**src/rtl/mult_div_unit.sv**
```systemverilog
// Iterative signed/unsigned multiply-divide unit with a start/busy/done handshake.
// It takes one shift-add or restoring shift-subtract step per cycle, then applies sign correction.
module mult_div_unit #(
  parameter int WIDTH = 32
) (
  input  logic             clock,
  input  logic             reset,
  input  logic             start,
  input  logic [1:0]       op,
  input  logic [WIDTH-1:0] a,
  input  logic [WIDTH-1:0] b,
  input  logic             cancel,
  output logic             busy,
  output logic             done,
  output logic             div_zero,
  output logic [WIDTH-1:0] hi,
  output logic [WIDTH-1:0] lo
);

  localparam int CW = $clog2(WIDTH + 1);

  typedef enum logic [1:0] {IDLE, CALC, FIX, DONE} state_t;

  state_t           state;
  logic [CW-1:0]    count;
  logic [2*WIDTH:0] acc;
  logic [WIDTH-1:0] b_mag;
  logic             is_div;
  logic             neg_quot;
  logic             neg_rem;
  logic             dz_flag;

  logic             is_signed;
  logic             a_neg;
  logic             b_neg;
  logic [WIDTH-1:0] a_abs;
  logic [WIDTH-1:0] b_abs;
  logic [WIDTH:0]   add_sum;
  logic [2*WIDTH:0] mul_next;
  logic [WIDTH:0]   rem_sh;
  logic [2*WIDTH:0] div_next;
  logic [2*WIDTH-1:0] prod;
  logic [2*WIDTH-1:0] prod_fix;
  logic [WIDTH-1:0] quot_fix;
  logic [WIDTH-1:0] rem_fix;

  // Operand magnitudes and one iteration step for each operation.
  always_comb begin
    is_signed = ~op[0];
    a_neg     = is_signed & a[WIDTH-1];
    b_neg     = is_signed & b[WIDTH-1];
    a_abs     = a_neg ? (~a + 1'b1) : a;
    b_abs     = b_neg ? (~b + 1'b1) : b;

    add_sum  = acc[2*WIDTH:WIDTH] + (acc[0] ? {1'b0, b_mag} : '0);
    mul_next = {1'b0, add_sum, acc[WIDTH-1:1]};

    rem_sh = acc[2*WIDTH-1:WIDTH-1];
    if (rem_sh >= {1'b0, b_mag})
      div_next = {rem_sh - {1'b0, b_mag}, acc[WIDTH-2:0], 1'b1};
    else
      div_next = {rem_sh, acc[WIDTH-2:0], 1'b0};

    prod     = acc[2*WIDTH-1:0];
    prod_fix = neg_quot ? (~prod + 1'b1) : prod;
    quot_fix = neg_quot ? (~acc[WIDTH-1:0] + 1'b1) : acc[WIDTH-1:0];
    rem_fix  = neg_rem ? (~acc[2*WIDTH-1:WIDTH] + 1'b1) : acc[2*WIDTH-1:WIDTH];
  end

  always_ff @(posedge clock or negedge reset) begin
    if (!reset) begin
      state    <= IDLE;
      count    <= '0;
      acc      <= '0;
      b_mag    <= '0;
      is_div   <= 1'b0;
      neg_quot <= 1'b0;
      neg_rem  <= 1'b0;
      dz_flag  <= 1'b0;
      hi       <= '0;
      lo       <= '0;
    end else begin
      case (state)
        IDLE: begin
          dz_flag <= 1'b0;
          if (start && !cancel) begin
            count    <= '0;
            acc      <= {{(WIDTH+1){1'b0}}, a_abs};
            b_mag    <= b_abs;
            is_div   <= op[1];
            neg_quot <= a_neg ^ b_neg;
            neg_rem  <= a_neg;
            if (op[1] && (b == '0)) begin
              dz_flag <= 1'b1;
              state   <= DONE;
            end else begin
              state <= CALC;
            end
          end
        end
        CALC: begin
          if (cancel) begin
            state <= IDLE;
          end else begin
            acc   <= is_div ? div_next : mul_next;
            count <= count + CW'(1);
            if (count == CW'(WIDTH - 1))
              state <= FIX;
          end
        end
        FIX: begin
          if (cancel) begin
            state <= IDLE;
          end else begin
            if (is_div) begin
              hi <= rem_fix;
              lo <= quot_fix;
            end else begin
              hi <= prod_fix[2*WIDTH-1:WIDTH];
              lo <= prod_fix[WIDTH-1:0];
            end
            state <= DONE;
          end
        end
        DONE: begin
          dz_flag <= 1'b0;
          state   <= IDLE;
        end
        default: state <= IDLE;
      endcase
    end
  end

  assign busy     = (state == CALC) || (state == FIX);
  assign done     = (state == DONE);
  assign div_zero = (state == DONE) && dz_flag;

endmodule
```
**config.mk**
```make
export PLATFORM = sky130hd
export DESIGN_NAME = mult_div_unit
export DESIGN_NICKNAME = d
export VERILOG_FILES = /design/src/rtl/mult_div_unit.sv
export SDC_FILE = /design/constraint.sdc
export NUM_CORES = 1
export LEC_CHECK = 0
export ABC_AREA = 1
export BUFFER_PORTS_ARGS = -buffer_cell sky130_fd_sc_hd__buf_4
export CORE_ASPECT_RATIO = 0.8
export CORE_UTILIZATION = 48
export CTS_CLUSTER_SIZE = 24
export DETAILED_ROUTE_END_ITERATION = 10
export PLACE_DENSITY = 0.76
export SETUP_SLACK_MARGIN = 0.15
export SLEW_MARGIN = 20
export SYNTH_ARGS = -nofsm -noshare
export SYNTH_HDL_FRONTEND = slang
export SYNTH_SLANG_ARGS = --single-unit
```
**constraint.sdc**
```tcl
create_clock -name clock -period 5.8 [get_ports clock]
set_input_delay 0.29 -clock clock [delete_from_list [all_inputs] [get_ports clock]]
set_output_delay 0.29 -clock clock [all_outputs]
set_load 0.005 [all_outputs]
```
# Yosys cells after proc, flatten, opt, wreduce, memory -nomap -nowiden
# Index checks and enable logic that the tools add are counted.
# totals
reg_bits	173
latchBits	0
ram_bits	0
mem_bits_ro	0
out_inout_bits	67
elab_cells	74
memories	0
# op_classes
addsub	8
mul	0
div	0
order_cmp	1
n_eq_ne	7
shifts	0
mux	25
n_bitwise	10
n_reduce_logical	13
# op_table
operator	count
two-way mux 65 bit	4
two-way mux 32 bit	7
case mux 65 bit (2 select lines)	1
adder 32 x 1 -> 32 bit, second input constant	4
inverter 32 bit	4
adder 64 x 1 -> 64 bit, second input constant	1
two-way mux 64 bit	1
inverter 64 bit	1
adder 33 x 32 -> 33 bit	1
greater-or-equal comparator 33 x 32 -> 1 bit	1
subtractor 33 x 32 -> 33 bit	1
zero test 32 bit	1
two-way mux 6 bit	2
case mux 6 bit (2 select lines)	1
two-way mux 2 bit	5
case mux 2 bit (4 select lines)	1
adder 6 x 1 -> 6 bit, second input constant	1
== test 6 x 5 -> 1 bit, second input constant	1
AND reduction 2 bit	3
== test 2 bit, second input constant	2
!= test 2 bit, second input constant	2
nonzero test 2 bit	2
logical AND 1 bit	3
!= test 3 bit, second input constant	1
10 further kinds	13

# Longest topological paths before layout
# logic_depth
word_depth	5
ltp_mapped	21

# Least setup slack after synthesis
# No wires, ideal clock.
# synth_timing
kind	flip-flop to flip-flop
start	register acc[0]
end	register acc[57]
setup_ns	0.116
arrival_ns	2.498
required_time_ns	5.684
setup_slack_ns	3.186
path_stages_with_launch	22
period_less_slack_ns	2.614
path_cell_list	dfrtp_1 buf_2 buf_1 nand2_1 inv_1 ha_1 inv_1 fa_1 inv_1 nand2_1 o21ai_1 nand2_1 nand2_1 nand2_1 nand2_1 nand2_1 nand2_1 nand2_1 nand3_1 nand2_1 nand2_1 nand2_1
# synth_between
elab_chain_cells	5
# synth_lines
element	line	text
from (decl)	26	logic [2*WIDTH:0] acc;
from (signal assigned)	88	acc <= {{(WIDTH+1){1'b0}}, a_abs};
from (signal assigned)	105	acc <= is_div ? div_next : mul_next;
two-way mux 32 bit	55	add_sum = acc[2*WIDTH:WIDTH] + (acc[0] ? {1'b0, b_mag} : '0);
adder 33 x 32 -> 33 bit	55	
two-way mux 65 bit	105	
two-way mux 65 bit	102	if (cancel) begin
case mux 65 bit (2 select lines)	83	case (state)
# No other way between the ends. The select of a mux whose other input is x is not followed.
# A chain may end at the register's enable or synchronous reset.

# Worst setup path in the final report
# layout_timing
start	register state[1]
end	register acc[8]
# layout_between
elab_chain_cells	3
elab_cells_between_ends	7
classes_between	3 x eq/ne; 1 x mux; 3 x reduce/logical
# layout_lines
element	line	text
from (decl)	24	state_t state;
from (signal assigned)	72	state <= IDLE;
from (signal assigned)	95	state <= DONE;
from (signal assigned)	97	state <= CALC;
== test 2 x 1 -> 1 bit / zero test 2 bit (equally long branches)	83	
!= test 2 bit (no line) / nonzero test 2 bit (equally long branches)	--	
AND reduction 3 bit (no line)	--	
# Parallel ways exist; a longest one is shown, timed or not.

==> out/results.ini <==
[status]
status = finished clean

[global_routing]
grt_usage = 0.379
antenna_found_initial = 5
grt_max_degree = 93
grt_pass1_vias = 17800
grt_pass1_wl_um = 106000
gr-total-overflow = 0

[placement]
place_area_mm2 = 0.0187
io_buffers = 136
gp_congestion = 1.09
post-place-ws_ns = 2.03
dp_hpwl_um = 56900

[routing]
viasPerCell = 5.74
highest_layer = met5
drt-total-wl_um = 70300
wl_met2_um = 26500
drcViolationCount = 0
ant_nets = 0
wl_met3_um = 9630
vias = 20100
drtIter0Drc = 2884
wl_met1_um = 32800
first_pass_iters = 6
routedWlPerCell_um = 20.1

[timing]
slew_violations = 0
fin_crit_sh = 0.668
worstMarginPinSlew_ns = 1.13
finalSetupTns_ns = 0
fin_crit_ns = 3.87
fmax_ghz = 0.258
finalClockSkew_ns = 0.0151
setup_viol = 0
grt_setup_unrepaired = no
slew_headroom = 0.246
hold_viol = 0
timing.final.ws_setup_ns = 1.93

[setup_path]
reg2reg_depth = 13
cp.required_ns = 6.10
r2r_setup_slack_ns = 1.93
cp_common_cell = buf_4
crit_cells = 13
cp_top_family = buffers and inverters
critPathBufInv = 7
critPathMaxFanout = 61
r2r-start = state[1]
cp_cell_sequence = inv_1 -> ha_1 -> buf_4 -> inv_2 -> nor2_1 -> nand2_2 -> inv_1 -> buf_4 -> nor2_4 -> buf_4 -> inv_2 -> nor2_1 -> a31oi_1
slowest_stage = inv_2
crit_start = state[1]
endpoint = acc[8]
end_kind = flop
path_class = flop to flop
cp_slowest_stage_delay_ns = 0.56
start_kind = flop
arrival_ns = 4.18
timing.rr.end = acc[8]

[yosys]
ys_async_sr_fraction = 1.00
seq_area_frac_synth = 0.250
yosys-top-cells-count = 917 x nand2_1, 398 x inv_1, 321 x nor2_1
yosysTopAreaCell = dfrtp_1
ys_types = 54
synth_fp_nets = 3077
synth-edff-count = 0
synth_area_leaders = dfrtp_1 25%, nand2_1 20%, inv_1 8.6%, nand3_1 7.9%, nor2_1 7.0%
synthCells = 2932
syn-cell-area_mm2 = 0.0173
syn_avg_cell_area_um2 = 5.91
ys_seq_elements = 173
ys.warnings.count = 0
synth.most_common_cell = nand2_1
yosysTopAreaCellShare = 0.250
synth_flop_cell = dfrtp_1

[floorplan]
die_y_um = 172
initial_core_util = 0.493
rows = 61
design.die.area_mm2 = 0.0368
core_mm2 = 0.0351
ios = 137
die_w_um = 214

[layout]
nFillCells = 3649
multiInputGateArea_mm2 = 0.0111
final_util = 0.549
drive_gt1_frac = 0.0832
final_nets = 3161
antennaDiodeCount = 0
final_cell_area_mm2 = 0.0193
regArea_mm2 = 0.00433
synthToLayoutAreaGrowth_pct = 11.3

[clocking]
root_buffer = clkbuf_16
path_clk_slew_ns = 0.07
clock-sinks = 173
cts_tree = built
clkLatencyLatePin_ns = 0.46
cts_buffers = 17
cts_buffer_depth = 2
htree_levels = 4
post_cts_buffers = 0

[flow_run]
max_cap_violations = 0

[power_and_ir_drop]
p_leak_nw = 10.1
p_per_area_mw_per_mm2 = 643
irDropWorstVdd_v = 0.000353

[hold_path]
min_path_type = input port to flop

power by group:
group          internal (W)  switching, W
clock network      0.000630      0.000566
logic               0.00269       0.00583
registers           0.00177      0.000910
total               0.00509       0.00731
logic make-up (layout without fill, tap and decap cells):
logic type	after synthesis	after routing	synth area share
flops	173	173	0.250
simple gates	1651	1651	0.404
xor+xnor	68	68	0.0344
mux	1	1	0.000650
compound gates	461	461	0.144
fa+ha+maj	75	75	0.0551
buf+inv	503	600	0.112
tightest hold or removal path: cells and delay by family:
kind	cells	cell delay [ns]
buffers and inverters	1	0.08
AOI/OAI and AO/OA	1	0.06
and+or+nand+nor	1	0.05
repair_timing:
action                                 CTS  global route
resized for setup                        0             0
endpoints found under the hold margin   51             0
hold buffers                             1             0
how the worst min path moves through the flow:
stage / cells after the start / to / startpoint / slack, ns
finish: 3 / is_div / op[1] / 0.06
global route: 3 / is_div / op[1] / 0.08
CTS: 3 / is_div / op[1] / 0.05
detailed placement: 1 / acc[14] / reset / 0.28
global placement: 1 / acc[14] / reset / 0.28
floorplan: 0 / acc[0] / reset / -0.006
cells in the final DEF, fill, tap and decap left out, types with 17 or more instances in the layout:
cell type	count
buf_4	152
xor2_1	57
nand4_1	35
a31oi_1	26
nand3_1	274
inv_1	398
nor3_1	29
nor2_1	320
clkbuf_16	17
o21ai_1	20
dfrtp_1	172
a21oi_1	146
ha_1	73
nand2_1	916
o21ai_0	214
through the flow:
stage | power, W | hold WS, ns | instances
after floorplan | 0.00793 | -0.00559 | 2932
after global placement | 0.0108 | 0.276 | 3468
after detailed placement | 0.0109 | 0.282 | 3468
after CTS | 0.0121 | 0.0504 | 3501
after global routing | 0.0133 | 0.0753 | 3501
final | 0.0124 | 0.0580 | 3501
cell type report:
class                           instances  share of cell area
Clock buffer                           21              0.0239
Sequential cell                       173               0.225
Multi-Input combinational cell       2256               0.574
Inverter                              414              0.0806
Clock inverter                         11             0.00636
Tap cell                              472              0.0306
Timing Repair Buffer                  154              0.0603
state kept, by name, summed over array words and instances (netlist names):
signal,flops
acc,65
b_mag,32
hi,32
lo,32
count,6
state,2
dz_flag,1
is_div,1
neg_quot,1
neg_rem,1
layer usage:
layer	up-vias	GRT usage
met5	-	0.0120
met4	10	0.0876
met3	112	0.116
met2	1198	0.499
met1	9214	0.585
li1	9564	-
(Power assumes the default switching activity.)
